===== src/rtl/dma_rd_engine_if.sv =====
// dma_rd_engine_if: AXI4 read-address and read-data channels between a read master and the interconnect.
//   AW, DW          : address / data width
//   m_ar*           : AR channel (araddr, arlen, arsize, arburst, arvalid, arready)
//   m_r*            : R channel (rdata, rresp, rlast, rvalid, rready)
//   master / slave  : modports for the requesting engine and the responding memory side
interface dma_rd_engine_if #(
    parameter int AW = 32,
    parameter int DW = 32
);
    logic [AW-1:0] m_araddr;
    logic [7:0]    m_arlen;
    logic [2:0]    m_arsize;
    logic [1:0]    m_arburst;
    logic          m_arvalid;
    logic          m_arready;
    logic [DW-1:0] m_rdata;
    logic [1:0]    m_rresp;
    logic          m_rlast;
    logic          m_rvalid;
    logic          m_rready;
    modport master (
        output m_araddr, m_arlen, m_arsize, m_arburst, m_arvalid, m_rready,
        input  m_arready, m_rdata, m_rresp, m_rlast, m_rvalid
    );
    modport slave (
        input  m_araddr, m_arlen, m_arsize, m_arburst, m_arvalid, m_rready,
        output m_arready, m_rdata, m_rresp, m_rlast, m_rvalid
    );
endinterface


===== src/rtl/dma_rd_engine.sv =====
// dma_rd_engine: single-channel AXI4 read master splitting a DMA read request into INCR bursts.
//   clk, rstn                 : clock, asynchronous active-low reset
//   start_dma, num_trans,
//   start_addr                : request (sampled in IDLE only), beat count, 4-byte aligned byte address
//   data_o, data_vld_o,
//   data_cnt_o                : registered beat stream with 0-based index within the request
//   busy, done, rd_err        : activity, one-cycle completion pulse, sticky error flag
//   m                         : AXI read channels (master modport)
//   Define DMA_RD_4K_SPLIT_EN to keep every burst inside a 4 KB address page.
module dma_rd_engine #(
    parameter int BIT_TRANS    = 18,
    parameter int AXI_WIDTH_AD = 32,
    parameter int AXI_WIDTH_DA = 32,
    parameter int BURST_MAX    = 16
) (
    input  logic                    clk,
    input  logic                    rstn,
    input  logic                    start_dma,
    input  logic [BIT_TRANS-1:0]    num_trans,
    input  logic [AXI_WIDTH_AD-1:0] start_addr,
    output logic [AXI_WIDTH_DA-1:0] data_o,
    output logic                    data_vld_o,
    output logic [BIT_TRANS-1:0]    data_cnt_o,
    output logic                    busy,
    output logic                    done,
    output logic                    rd_err,
    dma_rd_engine_if.master         m
);
    typedef enum logic [1:0] {IDLE, ADDR, DATA, FIN} state_t;
    localparam logic [BIT_TRANS-1:0] BMAX = BIT_TRANS'(BURST_MAX);
    state_t                  state, state_nxt;
    logic [AXI_WIDTH_AD-1:0] addr;
    logic [BIT_TRANS-1:0]    rem, rem_nxt, beat_cnt, cap, blen;
    logic [8:0]              burst_left;
    logic                    accept, beat, last;
    assign accept  = state == IDLE && start_dma;
    assign beat    = state == DATA && m.m_rvalid;
    assign last    = beat && m.m_rlast;
    // saturating so a late rlast cannot wrap the remaining count
    assign rem_nxt = rem == '0 ? '0 : rem - 1'b1;
`ifdef DMA_RD_4K_SPLIT_EN
    logic [10:0] to_4k;
    assign to_4k = 11'd1024 - {1'b0, addr[11:2]};
    assign cap   = BIT_TRANS'(to_4k) < BMAX ? BIT_TRANS'(to_4k) : BMAX;
`else
    assign cap = BMAX;
`endif
    // addr/rem only move on R beats, so the AR fields stay stable while arvalid waits
    assign blen        = rem < cap ? rem : cap;
    assign m.m_arvalid = state == ADDR;
    assign m.m_araddr  = addr;
    assign m.m_arlen   = state == ADDR ? 8'(blen - 1'b1) : '0;
    assign m.m_arsize  = 3'd2;
    assign m.m_arburst = 2'b01;
    assign m.m_rready  = state == DATA;
    always_ff @(posedge clk or negedge rstn) begin
        if (!rstn) state <= IDLE;
        else       state <= state_nxt;
    end
    always_comb begin
        state_nxt = state;
        case (state)
            IDLE:    state_nxt = !start_dma ? IDLE : (num_trans == '0 ? FIN : ADDR);
            ADDR:    state_nxt = m.m_arready ? DATA : ADDR;
            DATA:    state_nxt = !last ? DATA : (rem_nxt == '0 ? FIN : ADDR);
            default: state_nxt = IDLE;
        endcase
    end
    always_ff @(posedge clk or negedge rstn) begin
        if (!rstn) begin
            addr       <= '0;
            rem        <= '0;
            beat_cnt   <= '0;
            burst_left <= '0;
            data_o     <= '0;
            data_vld_o <= 1'b0;
            data_cnt_o <= '0;
            busy       <= 1'b0;
            done       <= 1'b0;
            rd_err     <= 1'b0;
        end else begin
            data_vld_o <= beat;
            done       <= state == FIN;
            if (beat) begin
                data_o     <= m.m_rdata;
                data_cnt_o <= beat_cnt;
                beat_cnt   <= beat_cnt + 1'b1;
                rem        <= rem_nxt;
                burst_left <= burst_left - 1'b1;
                addr       <= addr + AXI_WIDTH_AD'(4);
            end
            if (state == ADDR && m.m_arready) burst_left <= 9'(blen);
            if (beat && (m.m_rresp != 2'b00 || m.m_rlast != (burst_left == 9'd1))) rd_err <= 1'b1;
            if (accept) begin
                addr     <= start_addr;
                rem      <= num_trans;
                beat_cnt <= '0;
                rd_err   <= 1'b0;
                busy     <= 1'b1;
            end else if (done) begin
                busy <= 1'b0;
            end
        end
    end
endmodule


===== src/flat_wrapper.sv =====
// flat-port wrapper written by rule: the top's interface ports become plain ports
module dma_rd_engine_flat 
#(
    parameter int BIT_TRANS    = 18,
    parameter int AXI_WIDTH_AD = 32,
    parameter int AXI_WIDTH_DA = 32,
    parameter int BURST_MAX    = 16
)
  (clk, rstn, start_dma, num_trans, start_addr, data_o, data_vld_o, data_cnt_o, busy, done, rd_err, m_m_araddr, m_m_arlen, m_m_arsize, m_m_arburst, m_m_arvalid, m_m_rready, m_m_arready, m_m_rdata, m_m_rresp, m_m_rlast, m_m_rvalid);
  dma_rd_engine_if m_i ();
  input  logic clk;
  input  logic rstn;
  input  logic start_dma;
  input  logic [BIT_TRANS-1:0] num_trans;
  input  logic [AXI_WIDTH_AD-1:0] start_addr;
  output logic [AXI_WIDTH_DA-1:0] data_o;
  output logic data_vld_o;
  output logic [BIT_TRANS-1:0] data_cnt_o;
  output logic busy;
  output logic done;
  output logic rd_err;
  output wire logic [$bits(m_i.m_araddr)-1:0] m_m_araddr;
  output wire logic [$bits(m_i.m_arlen)-1:0] m_m_arlen;
  output wire logic [$bits(m_i.m_arsize)-1:0] m_m_arsize;
  output wire logic [$bits(m_i.m_arburst)-1:0] m_m_arburst;
  output wire logic [$bits(m_i.m_arvalid)-1:0] m_m_arvalid;
  output wire logic [$bits(m_i.m_rready)-1:0] m_m_rready;
  input wire logic [$bits(m_i.m_arready)-1:0] m_m_arready;
  input wire logic [$bits(m_i.m_rdata)-1:0] m_m_rdata;
  input wire logic [$bits(m_i.m_rresp)-1:0] m_m_rresp;
  input wire logic [$bits(m_i.m_rlast)-1:0] m_m_rlast;
  input wire logic [$bits(m_i.m_rvalid)-1:0] m_m_rvalid;
  assign m_m_araddr = m_i.m_araddr;
  assign m_m_arlen = m_i.m_arlen;
  assign m_m_arsize = m_i.m_arsize;
  assign m_m_arburst = m_i.m_arburst;
  assign m_m_arvalid = m_i.m_arvalid;
  assign m_m_rready = m_i.m_rready;
  assign m_i.m_arready = m_m_arready;
  assign m_i.m_rdata = m_m_rdata;
  assign m_i.m_rresp = m_m_rresp;
  assign m_i.m_rlast = m_m_rlast;
  assign m_i.m_rvalid = m_m_rvalid;
  dma_rd_engine #(.BIT_TRANS(BIT_TRANS), .AXI_WIDTH_AD(AXI_WIDTH_AD), .AXI_WIDTH_DA(AXI_WIDTH_DA), .BURST_MAX(BURST_MAX)) u_core (.clk(clk), .rstn(rstn), .start_dma(start_dma), .num_trans(num_trans), .start_addr(start_addr), .data_o(data_o), .data_vld_o(data_vld_o), .data_cnt_o(data_cnt_o), .busy(busy), .done(done), .rd_err(rd_err), .m(m_i));
endmodule

===== config.mk =====
export PLATFORM = sky130hd
export DESIGN_NAME = dma_rd_engine_flat
export DESIGN_NICKNAME = d
export VERILOG_FILES = /design/src/rtl/dma_rd_engine_if.sv /design/src/rtl/dma_rd_engine.sv /design/src/flat_wrapper.sv
export SDC_FILE = /design/constraint.sdc
export NUM_CORES = 1
export LEC_CHECK = 0
export ABC_CLOCK_PERIOD_IN_PS = 2900
export CAP_MARGIN = 20
export CORE_MARGIN = 1
export CORE_UTILIZATION = 50
export CTS_BUF_LIST = sky130_fd_sc_hd__clkbuf_2 sky130_fd_sc_hd__clkbuf_4 sky130_fd_sc_hd__clkbuf_8
export CTS_CLUSTER_SIZE = 28
export DETAILED_ROUTE_END_ITERATION = 6
export GPL_TIMING_DRIVEN = 0
export PLACE_DENSITY_LB_ADDON = 0.15
export SLEW_MARGIN = 20
export SYNTH_ARGS = -nofsm -noshare
export SYNTH_HDL_FRONTEND = slang
export SYNTH_SLANG_ARGS = --single-unit

===== constraint.sdc =====
create_clock -name clk -period 2.9 [get_ports clk]
set_input_delay 0.435 -clock clk [delete_from_list [all_inputs] [get_ports clk]]
set_output_delay 0.435 -clock clk [all_outputs]
set_load 0.02 [all_outputs]

### After elaboration in Yosys (flattened, before gate mapping)

Index checks and enable logic that the tools add are counted.

| word-level totals | value |
|---|---|
| flip-flop bits (word level) | 133 |
| bits of input ports | 90 |
| output and inout port bits | 101 |

| cells by class | value |
|---|---|
| multiplexer cells | 21 |
| add/subtract/negate cells | 5 |
| $lt $le $gt $ge | 1 |
| eq/ne operators | 5 |
| reduce and logical (&&, ||, !) cells | 15 |

Operators with widths:

| kind | count |
|---|---|
| $mux W18 | 5 |
| $mux W32 | 2 |
| $logic_not A18 Y1 | 3 |
| $add A32 B3 Y32 const B | 1 |
| $mux W9 | 3 |
| $add A18 B1 Y18 const B | 1 |
| $lt A18 B5 Y1 const B | 1 |
| $sub A18 B1 Y18 const B | 1 |
| $mux W2 | 5 |
| $reduce_bool A2 Y1 | 5 |
| $eq A9 B1 Y1 const B | 1 |
| $sub A9 B1 Y9 const B | 1 |
| $mux W8 | 1 |
| $sub A8 B1 Y8 const B | 1 |
| $pmux W2 S3 | 1 |
| $logic_and A1 B1 Y1 | 5 |
| $eq A2 B2 Y1 const B | 2 |
| $mux W1 | 4 |
| $eq A2 B1 Y1 const B | 1 |
| $logic_not A2 Y1 | 1 |
| $logic_or A1 B1 Y1 | 1 |
| $ne A1 B1 Y1 | 1 |

### Longest topological paths before layout

| logic depth | value |
|---|---|
| word-level depth | 6 |
| mapped depth | 9 |
| mapped depth without buffers | 8 |

### Least setup slack after synthesis

OpenSTA, ideal clock, no wires.

| path | value |
|---|---|
| path kind | register -> output |
| start | register u_core.rem[10] |
| end | output port m_m_arlen[4] |
| arrival time | 2456 ps |
| required time | 2465 ps |
| slack | 9 ps |
| stages on the path, launching flop included | 9 |
| path buffers | 1 |
| cells stage by stage | dfrtp_1 or4_4 nor3_1 and3_1 clkbuf_1 nand2_1 ha_1 mux2_2 nor2_1 |

| on the way | value |
|---|---|
| cells in the longest elaborated chain, start to end | 4 |

RTL lines:

| element | line | text |
|---|---|---|
| start: declaration | dma_rd_engine.sv:33 | `logic [BIT_TRANS-1:0] rem, rem_nxt, beat_cnt, cap, blen;` |
| start signal: assignment | dma_rd_engine.sv:88 | `rem <= rem_nxt;` |
| start signal: assignment | dma_rd_engine.sv:96 | `rem <= num_trans;` |
| $lt A18 B5 Y1 | dma_rd_engine.sv:49 | `assign blen = rem < cap ? rem : cap;` |
| $mux W9 | dma_rd_engine.sv:49 |  |
| $sub A8 B1 Y8 | dma_rd_engine.sv:52 | `assign m.m_arlen = state == ADDR ? 8'(blen - 1'b1) : '0;` |
| $mux W8 | dma_rd_engine.sv:52 |  |
| end: declaration | flat_wrapper.sv:23 | `output wire logic [$bits(m_i.m_arlen)-1:0] m_m_arlen;` |

Every way passes these cells.

### Worst setup path after layout

| path | value |
|---|---|
| start | register u_core.rem[11] |
| end | output port m_m_arlen[4] |

The elaborated chain is that of the path after synthesis.

==> impl_metrics.yaml <==
critical_path:
  cp_max_fo: 3
  cp.required_ns: 2.47
  end_kind: "output port"
  crit_family: "simple AND/OR/NAND/NOR gates"
  path_class: "reg -> out"
  crit_path_start_kind: "register"
  path_cells: "or4_4, nor3_4, and3_4, nand2_4, ha_4, mux2_4, nor2_4, buf_6"
  max_stage_delay_ns: 0.56
  path_buf_inv: 1
  arrival_ns: 2.63
  slowest_stage: "or4_4"
  reg2reg_slack_ns: 0.12
pwr:
  p_per_area_nw_per_um2: 959
  seqPwrFrac_pct: 35.2
  pwr-share-comb_pct: 47.6
  sw_frac_of_total_pct: 42.2
  ir_drop_mv: 0.599
  p_int_w: 0.00516
  leakagePower_nw: 4.05
  switchingPower_w: 0.00377
  clockPowerShare_pct: 17.3
synth:
  synth_top_area_share_pct: 49.7
  synthFlopType: "dfrtp_1"
  synthTopCellsByCount: "nand2_1 (207), dfrtp_1 (133), nor2_1 (52), o21ai_0 (37), clkbuf_1 (28)"
  synthCells: 760
  synth-seq-area-share_pct: 49.7
  synth_cell_types: 61
  ys_warn_count: 0
  synth.most_common_cell: "nand2_1"
  synth-edff-count: 0
  netlist_area_um2: 6690
  yosysTopAreaCell: "dfrtp_1"
  yosys-top-cells-area: "dfrtp_1 (50%), nand2_1 (12%), nor2_1 (2.9%), o21ai_0 (2.8%), xor2_1 (2.6%)"
  synth-seq-cells: 133
  async_reset_ff_share_pct: 100
  syn_avg_cell_area_um2: 8.81
place:
  gp_congestion: 0.909
  port_buffers: 185
  place_inst: 1121
  place_ws_ns: -0.749
  place_area_um2: 8800
  dp_hpwl_um: 13800
die:
  ioPinCount: 191
  core_um2: 12800
  fp.dieW_um: 118
  fp.dieH_um: 118
  dieArea_um2: 13900
  rows: 41
  start_util_pct: 52.2
sta:
  setup-tns-final_ns: -0.280
  tightestPinTransition_ns: 1.02
  max_freq_mhz: 326
  layout_min_cycle_time_ns: 3.07
  final-hold-violation-count: 0
  finClkSkew_ns: 0.00743
  rsz0062_at_grt: "true"
  finalCritPeriodShare_pct: 106
  finalMaxSlewViolations: 0
  slew_headroom_pct: 31.3
  final.setup.worst_slack_ns: -0.168
  setup_viol: 2
  whs_ns: 0.473
clock_network:
  cts_root_buffer: "clkbuf_8"
  cts_tree: "built"
  cts.sinks: 133
  numCtsBuffers: 17
  htreeDepth: 4
  clock_path_buffers: 2
  clock_latency_ns: 0.46
  clk_pin_slew_ns: 0.07
cells_and_area:
  fillers: 997
  final_design_area_no_fill_um2: 9310
  drive_gt1_share_pct: 8.81
  multiInputGateArea_um2: 3180
  area.growth.synth_to_final_pct: 39.1
  final_nets: 1071
  antenna_cells: 0
  stdcell_count: 1160
  seq_area_um2: 3330
routing:
  avgViaCountPerCell: 5.58
  firstDrtPassIters: 5
  drc: 0
  vias: 6477
  drt_wl_total_um: 19600
  drtAntennaViolNets: 0
  drt-initial-drc-count: 448
  routedWlPerCell_um: 16.9
grt:
  grt_pass1_vias: 6161
  grt_max_degree: 70
  grt_usage_pct: 29.1
  gr-total-overflow: 0
  antenna_found_initial: 0
  grt_pass1_wl_um: 31300
status:
  status: "complete, but fails checks"
  violations: "negative setup slack"
run:
  drv_cap: 0
hold_path:
  min_path_type: "reg -> reg"
-- cell families after synthesis --
kind of cell    count (synthesis)  synth area share (%)
xor+xnor                       33                  4.32
flops                         133                  49.7
fa+ha+maj                       6                  1.12
buf+inv                        62                  4.11
compound gates                132                  13.5
other cells                     2                 0.112
simple gates                  390                  26.8
mux                             2                 0.318
-- area by class of cell --
class                           instances  area share [%]
Buffer                                 46            2.33
Inverter                               15           0.605
Tap cell                              172            2.31
Multi-Input combinational cell        568            34.2
Clock buffer                           25            3.49
Clock inverter                          7           0.739
Timing Repair Buffer                  194            20.6
Sequential cell                       133            35.8
-- power by group through the flow --
| stage | Clock (W) | Combinational, W | Sequential (W) |
|---|---|---|---|
| 2_1_floorplan | 0 | 0.00186 | 0.00358 |
| 3_3_place_gp | 0 | 0.00407 | 0.00313 |
| 3_5_place_dp | 0 | 0.00414 | 0.00314 |
| 4_1_cts | 0.00156 | 0.00424 | 0.00311 |
| 5_1_grt | 0.00163 | 0.00458 | 0.00322 |
| 6_report | 0.00154 | 0.00425 | 0.00314 |
-- final timing paths --
kind	cells past startpoint	from	to
max in group asynchronous	3	rstn	u_core.rem[12]$_DFFE_PN0P_
worst max register to register	7	u_core.state[1]$_DFF_PN0_	u_core.m.m_araddr[15]$_DFFE_PN0P_
worst max-delay path	8	u_core.rem[11]$_DFFE_PN0P_	m_m_arlen[4]
min in group asynchronous	2	rstn	u_core.m.m_araddr[26]$_DFFE_PN0P_
worst min-delay path	2	u_core.data_cnt_o[12]$_DFFE_PN0P_	u_core.data_cnt_o[12]$_DFFE_PN0P_
worst min register to register	2	u_core.data_cnt_o[12]$_DFFE_PN0P_	u_core.data_cnt_o[12]$_DFFE_PN0P_
-- worst register-to-register path, stage by stage, from the launching register on --
cell      delay [ns]
dfrtp_1         0.36
buf_2           0.17
nand3b_1        0.34
inv_2           0.19
nor2_1          0.72
clkbuf_1        0.58
o21ai_0         0.19
o311ai_0        0.11
-- sequential cells by signal, indices dropped and copies added, names as in the netlist, 2 cells and up --
name               count
u_core.data_o         32
u_core.m.m_araddr     32
u_core.beat_cnt       18
u_core.data_cnt_o     18
u_core.rem            18
u_core.burst_left      9
u_core.state           2
-- stage by stage --
stage / power [W] / utilization [%]
final: 0.00893 / 72.6
after global routing: 0.00943 / 72.6
after CTS: 0.00891 / 72.3
after detailed placement: 0.00729 / 68.6
after global placement: 0.00720 / 68.4
after floorplan: 0.00544 / -
-- routing by layer --
| metal | up-vias | global-route usage (%) | share of wire, % |
|---|---|---|---|
| li1 | 3086 | - | - |
| met1 | 3062 | 38.0 | 42 |
| met2 | 274 | 45.6 | 48 |
| met3 | 55 | 5.96 | 6.8 |
| met4 | 0 | 15.1 | 3.3 |
| met5 | - | 0 | 0 |
-- cells in the final DEF, fill, tap and decap left out, types with 6 or more instances in the layout --
master / instances
inv_1: 14
o31ai_1: 6
clkbuf_1: 26
nor2_1: 51
o21ai_0: 37
buf_2: 8
a21oi_1: 21
clkdlybuf4s50_1: 176
nand2_1: 205
xor2_1: 20
xnor2_1: 13
buf_4: 14
a31oi_1: 7
o211ai_1: 6
and3_1: 9
clkbuf_8: 22
nand4_1: 20
nor4_1: 20
a221o_1: 13
dfrtp_1: 132
nand3_1: 27
nor3_1: 13
a22oi_1: 9
-- what timing repair did --
action                     CTS  global route
setup endpoints to repair    8            19
gates resized for setup     35            20
hold endpoints to repair    64             0
pin swaps                    3             3
buffers inserted             5             2
hold buffers                 1             0
Note: power is estimated with default switching activity, not from simulation.
